==> src/rtl/alu_seq_ctrl_if.sv <==
// alu_seq_ctrl_if: board-side bundle for the ALU sequencer.
//   Inputs to the controller : left_sw, right_sw, step, auto, alu_y
//   Outputs from controller  : left, right, mode, done, g_to_a, an, dp
// master = board / stimulus side, slave = controller side.
interface alu_seq_ctrl_if;
    logic [2:0] left_sw;
    logic [2:0] right_sw;
    logic       step;
    logic       auto;
    logic [3:0] alu_y;
    logic [2:0] left;
    logic [2:0] right;
    logic [1:0] mode;
    logic       done;
    logic [6:0] g_to_a;
    logic [3:0] an;
    logic       dp;

    modport master (
        output left_sw, right_sw, step, auto, alu_y,
        input  left, right, mode, done, g_to_a, an, dp
    );

    modport slave (
        input  left_sw, right_sw, step, auto, alu_y,
        output left, right, mode, done, g_to_a, an, dp
    );
endinterface

==> src/rtl/alu_seq_ctrl.sv <==
// alu_seq_ctrl: sequencer and display controller for the 3-bit ALU core.
// Latches operands from switches, steps mode 0..3 by button or auto timer,
// and scans a 4-digit active-low seven-segment display.
//   clk  : system clock
//   clr  : synchronous active-high reset
//   bus  : alu_seq_ctrl_if.slave (switches, button, auto, alu_y in;
//          left/right/mode/done and display out)
module alu_seq_ctrl #(
    parameter int unsigned SCAN_W     = 18,
    parameter int unsigned AUTO_TICKS = 50_000_000
) (
    input  logic          clk,
    input  logic          clr,
    alu_seq_ctrl_if.slave bus
);

    localparam int unsigned TickW = (AUTO_TICKS > 2) ? $clog2(AUTO_TICKS) : 1;
    localparam logic [TickW-1:0] TickLast = TickW'(AUTO_TICKS - 1);

    typedef enum logic [1:0] {StIdle, StLatch, StShow, StAdvance} state_e;

    state_e            state_q, state_d;
    logic [2:0]        sync_q;
    logic [2:0]        left_q, left_d;
    logic [2:0]        right_q, right_d;
    logic [1:0]        mode_q, mode_d;
    logic              done_q, done_d;
    logic [TickW-1:0]  tick_q, tick_d;
    logic [SCAN_W-1:0] scan_q;
    logic [3:0]        an_q, an_d;
    logic [6:0]        seg_q, seg_d;
    logic              dp_q, dp_d;

    logic              step_pulse;
    logic              auto_hit;
    logic [1:0]        sel;
    logic [3:0]        digit;

    // sync_q[0] is the first stage; rising edge seen between stages 1 and 2.
    assign step_pulse = sync_q[1] & ~sync_q[2];
    assign auto_hit   = bus.auto && (tick_q == TickLast);
    assign sel        = scan_q[SCAN_W-1 -: 2];

    function automatic logic [6:0] hex7(input logic [3:0] v);
        logic [6:0] s;
        unique case (v)
            4'h0: s = 7'b1000000;
            4'h1: s = 7'b1111001;
            4'h2: s = 7'b0100100;
            4'h3: s = 7'b0110000;
            4'h4: s = 7'b0011001;
            4'h5: s = 7'b0010010;
            4'h6: s = 7'b0000010;
            4'h7: s = 7'b1111000;
            4'h8: s = 7'b0000000;
            4'h9: s = 7'b0010000;
            4'hA: s = 7'b0001000;
            4'hB: s = 7'b0000011;
            4'hC: s = 7'b1000110;
            4'hD: s = 7'b0100001;
            4'hE: s = 7'b0000110;
            default: s = 7'b0001110;
        endcase
        return s;
    endfunction

    // Next-state and datapath updates.
    always_comb begin
        state_d = state_q;
        left_d  = left_q;
        right_d = right_q;
        mode_d  = mode_q;
        tick_d  = tick_q;
        done_d  = 1'b0;
        unique case (state_q)
            StIdle: begin
                mode_d = 2'd0;
                if (step_pulse) begin
                    state_d = StLatch;
                end
            end
            StLatch: begin
                left_d  = bus.left_sw;
                right_d = bus.right_sw;
                mode_d  = 2'd0;
                tick_d  = '0;
                state_d = StShow;
            end
            StShow: begin
                if (bus.auto) begin
                    tick_d = tick_q + 1'b1;
                end
                // Button and timer in the same cycle still give a single advance.
                if (step_pulse || auto_hit) begin
                    state_d = StAdvance;
                end
            end
            StAdvance: begin
                tick_d = '0;
                if (mode_q == 2'd3) begin
                    mode_d  = 2'd0;
                    done_d  = 1'b1;
                    state_d = StIdle;
                end else begin
                    mode_d  = mode_q + 2'd1;
                    state_d = StShow;
                end
            end
            default: state_d = StIdle;
        endcase
    end

    // Display digit mux and registered-output next values.
    always_comb begin
        digit = 4'h0;
        an_d  = 4'b1111;
        unique case (sel)
            2'd0: begin an_d = 4'b1110; digit = bus.alu_y;           end
            2'd1: begin an_d = 4'b1101; digit = {1'b0, right_q};     end
            2'd2: begin an_d = 4'b1011; digit = {1'b0, left_q};      end
            default: begin an_d = 4'b0111; digit = {2'b00, mode_q};  end
        endcase
        seg_d = hex7(digit);
        if (state_q == StIdle) begin
            an_d  = 4'b1111;
            seg_d = 7'b1111111;
        end
        dp_d = ~((state_q == StShow) && bus.auto && (sel == 2'd0));
    end

    always_ff @(posedge clk) begin
        if (clr) begin
            state_q <= StIdle;
        end else begin
            state_q <= state_d;
        end
    end

    always_ff @(posedge clk) begin
        if (clr) begin
            sync_q  <= '0;
            left_q  <= '0;
            right_q <= '0;
            mode_q  <= '0;
            done_q  <= 1'b0;
            tick_q  <= '0;
            scan_q  <= '0;
            an_q    <= 4'b1111;
            seg_q   <= 7'b1111111;
            dp_q    <= 1'b1;
        end else begin
            sync_q  <= {sync_q[1:0], bus.step};
            left_q  <= left_d;
            right_q <= right_d;
            mode_q  <= mode_d;
            done_q  <= done_d;
            tick_q  <= tick_d;
            scan_q  <= scan_q + 1'b1;
            an_q    <= an_d;
            seg_q   <= seg_d;
            dp_q    <= dp_d;
        end
    end

    assign bus.left   = left_q;
    assign bus.right  = right_q;
    assign bus.mode   = mode_q;
    assign bus.done   = done_q;
    assign bus.an     = an_q;
    assign bus.g_to_a = seg_q;
    assign bus.dp     = dp_q;

endmodule

==> src/flat_wrapper.sv <==
// flat-port wrapper written by rule: the top's interface ports become plain ports
module alu_seq_ctrl_flat 
#(
    parameter int unsigned SCAN_W     = 18,
    parameter int unsigned AUTO_TICKS = 50_000_000
)
  (clk, clr, bus_left_sw, bus_right_sw, bus_step, bus_auto, bus_alu_y, bus_left, bus_right, bus_mode, bus_done, bus_g_to_a, bus_an, bus_dp);
  alu_seq_ctrl_if bus_i ();
  input  logic clk;
  input  logic clr;
  input wire logic [$bits(bus_i.left_sw)-1:0] bus_left_sw;
  input wire logic [$bits(bus_i.right_sw)-1:0] bus_right_sw;
  input wire logic [$bits(bus_i.step)-1:0] bus_step;
  input wire logic [$bits(bus_i.auto)-1:0] bus_auto;
  input wire logic [$bits(bus_i.alu_y)-1:0] bus_alu_y;
  output wire logic [$bits(bus_i.left)-1:0] bus_left;
  output wire logic [$bits(bus_i.right)-1:0] bus_right;
  output wire logic [$bits(bus_i.mode)-1:0] bus_mode;
  output wire logic [$bits(bus_i.done)-1:0] bus_done;
  output wire logic [$bits(bus_i.g_to_a)-1:0] bus_g_to_a;
  output wire logic [$bits(bus_i.an)-1:0] bus_an;
  output wire logic [$bits(bus_i.dp)-1:0] bus_dp;
  assign bus_i.left_sw = bus_left_sw;
  assign bus_i.right_sw = bus_right_sw;
  assign bus_i.step = bus_step;
  assign bus_i.auto = bus_auto;
  assign bus_i.alu_y = bus_alu_y;
  assign bus_left = bus_i.left;
  assign bus_right = bus_i.right;
  assign bus_mode = bus_i.mode;
  assign bus_done = bus_i.done;
  assign bus_g_to_a = bus_i.g_to_a;
  assign bus_an = bus_i.an;
  assign bus_dp = bus_i.dp;
  alu_seq_ctrl #(.SCAN_W(SCAN_W), .AUTO_TICKS(AUTO_TICKS)) u_core (.clk(clk), .clr(clr), .bus(bus_i));
endmodule
==> config.mk <==
export PLATFORM = sky130hd
export DESIGN_NAME = alu_seq_ctrl_flat
export DESIGN_NICKNAME = d
export VERILOG_FILES = /design/src/rtl/alu_seq_ctrl_if.sv /design/src/rtl/alu_seq_ctrl.sv /design/src/flat_wrapper.sv
export SDC_FILE = /design/constraint.sdc
export NUM_CORES = 1
export LEC_CHECK = 0
export CAP_MARGIN = 10
export CELL_PAD_IN_SITES_DETAIL_PLACEMENT = 2
export CELL_PAD_IN_SITES_GLOBAL_PLACEMENT = 2
export CORE_UTILIZATION = 35
export CTS_CLUSTER_DIAMETER = 100
export DETAILED_ROUTE_END_ITERATION = 10
export HOLD_SLACK_MARGIN = 0.03
export PLACE_DENSITY_LB_ADDON = 0.1
export SYNTH_ARGS = -nofsm -noshare
export SYNTH_HDL_FRONTEND = slang
export SYNTH_SLANG_ARGS = --single-unit
==> constraint.sdc <==
create_clock -name clk -period 3.1 [get_ports clk]
set_clock_uncertainty 0.1 [all_clocks]
set_input_delay 0.31 -clock clk [delete_from_list [all_inputs] [get_ports clk]]
set_output_delay 0.31 -clock clk [all_outputs]
set_load 0.02 [all_outputs]
==> impl_metrics.tcl <==
set metrics [dict create \
    antenna_cells 0 \
    ys_seq_area_frac 0.4214 \
    timing.fmax_mhz 418.2 \
    hold_viol 0 \
    place.gp.congestion 0.7504 \
    grt_usage 0.2021 \
    yosys-top-cells-count "70 x dfxtp_1, 45 x nor2_1, 27 x nand3_1" \
    synth_cell_type_count 51 \
    coreArea_um2 9240 \
    synthesis.nets 399 \
    fp.dieW_um 99.48 \
    vias_per_cell 5.366 \
    drt_iter0_drc 43 \
    h-tree-depth 3 \
    yosys.area.top_type "dfxtp_1" \
    start_kind "flip-flop" \
    io_buffers 34 \
    cts_root_buf "clkbuf_8" \
    tightest_slew_ns 0.6185 \
    powerDensity_nw_per_um2 484.8 \
    layout-drive-gt1-share 0.1175 \
    synthCells 376 \
    vias 2930 \
    cellLeakagePower_nw 1.357 \
    synth.area.mux_share 0.07035 \
    fillers 1026 \
    synth_compound_area_frac 0.09180 \
    fin_nets 435 \
    yosysTopAreaCellShare 0.4214 \
    detail-route-antenna-nets 0 \
    clk_latency_ns 0.35 \
    num_io_pins 35 \
    slew_violations 0 \
    rsz0062_at_grt "false" \
    synth_top_family_by_area "simple AND/OR/NAND/NOR gates" \
    synth.avg_cell_area_um2 8.845 \
    yosysWarnings 0 \
    fin_total_pwr_mw 1.953 \
    area_growth_pct 21.11 \
    synth_adder_area_share 0.03386 \
    grt_pass1_wl_um 15730 \
    cts_num_sinks 70 \
    cts_tree "built" \
    final_util 0.4359 \
    cts.path.max_buffers 2 \
    routed_wl_um 9263 \
    whs_ns 0.3518 \
    dr.pass1.iters 4 \
    synth_area_um2 3326 \
    start_util 0.3599 \
    synth_top_flop_cell "dfxtp_1" \
    required_ns 3.27 \
    wl_per_cell_um 16.97 \
    synth_xor_area_frac 0.03950 \
    setup_viol 0 \
    r2r_cells 4 \
    vdd_drop_max_uv 218.8 \
    numCtsBuffers 9 \
    synth_edf_count 0 \
    clkTransAtPathRegs_ns 0.08 \
    min_path_type "flip-flop to flip-flop" \
    synthArstFlopShare 0 \
    ys_seq_elements 70 \
    drc 0 \
    hold_depth 1 \
    hold_buffers 0 \
    fp-row-count 35 \
    crit_type "flip-flop to flip-flop" \
    post-synth-top-count-cell "dfxtp_1" \
    yosys-top-cells-area "dfxtp_1 42%, nor2_1 5.1%, nand3_1 4.1%" \
    grt_pass1_vias 3149 \
    setup_tns_ns 0 \
    grt_max_degree 34 \
    period_minus_slack_ns 2.391 \
    hpwl_um 6582 \
    cp.arrival_ns 2.57 \
    synthSimpleGateAreaFrac 0.3044 \
    worstPathMaxFanout 9 \
    antenna_found_initial 0 \
    endpoint_kind "flip-flop" \
    maxSlewHeadroom 0.5839 \
    cts_setup_buffers 0 \
    status "completed" \
    grt-ovfl-total 0 \
    finalCritPeriodShare 0.7714 \
    maxCapViolCount 0 \
    cts_resized 0 \
    dieArea_um2 9896 \
    die_y_um 99.48 \
]
cell families after synthesis:
kind of cell             after synthesis
XOR/XNOR                              15
multiplexers                          21
buffers and inverters                 26
adder cells (fa/ha/maj)                9
AND/OR/NAND/NOR                      189
flip-flops                            70
AO/OA/AOI/OAI                         46
metrics by stage:
step	setup slack [ns]	cell area [um2]	instances
CTS	0.7058	4028	546
floorplan	0.8997	3326	376
global placement	0.4259	3784	530
finish	0.7087	4028	546
global route	0.5968	4028	546
detailed placement	0.3671	3784	530
area by class of cell:
class	count	area (um2)	area share
Timing Repair Buffer	41	387.9	0.09630
Inverter	10	37.54	0.009320
Clock inverter	7	120.1	0.02982
Clock buffer	9	123.9	0.03075
Sequential cell	70	1401	0.3479
Multi-Input combinational cell	280	1795	0.4458
Tap cell	129	161.4	0.04007
sequential cells by signal, summed over array words and instances (netlist names):
signal,count
u_core.bus.dp,1
u_core.state_q,2
u_core.bus.done,1
u_core.bus.left,3
u_core.bus.mode,2
u_core.bus.right,3
u_core.bus.an,4
u_core.tick_q,26
u_core.scan_q,18
u_core.bus.g_to_a,7
u_core.sync_q,3
worst max-delay path: stages (launching register included):
cell and delay [ns]:
dfxtp_1 0.57, nand4_4 0.22, or4_1 0.73, or4_1 0.55, a21oi_1 0.15
path summary, 6_finish.rpt:
kind,from,to,slack [ns]
max reg2reg,u_core.state_q[1],u_core.tick_q[21],0.71
min reg2reg,u_core.sync_q[0],u_core.sync_q[1],0.35
min,u_core.sync_q[0],u_core.sync_q[1],0.35
max,u_core.state_q[1],u_core.tick_q[21],0.71
placed cells by master, fill, tap and decap left out, types with 2 or more instances in the layout:
cell type and n:
nand3b_1 6, buf_4 7, or2_2 6, mux2i_1 11, a21oi_1 18, nand2_1 25
nand3_1 27, nor2b_1 10, xor2_1 4, nor3_1 14, clkbuf_8 9, a221o_1 2
ha_1 9, nand4_1 13, o31ai_1 3, bufinv_16 3, a31oi_1 2, o21ai_0 8
nor3b_1 6, xnor2_1 11, clkdlybuf4s50_1 33, o41ai_1 2, dfxtp_1 70, mux2_2 8
or3_1 6, inv_1 9, nor2_1 45, nor4_1 11, and3_1 2, or4_1 6
nand2b_1 3, o311ai_0 2, or4_2 2
routing by layer:
| metal | GRT usage | vias up | wire length, um |
|---|---|---|---|
| li1 | - | 1424 | - |
| met3 | 0.03162 | 8 | 144 |
| met5 | 0 | - | 0 |
| met4 | 0.06900 | 0 | 83 |
| met2 | 0.3504 | 27 | 4640 |
| met1 | 0.2555 | 1471 | 4394 |
where the power goes:
group          switching, mW  internal [mW]
Combinational         0.0622         0.0484
Sequential           0.00864          0.909
Clock                  0.387          0.538
Total                  0.457           1.50
Note: power is estimated with default switching activity, not from simulation.
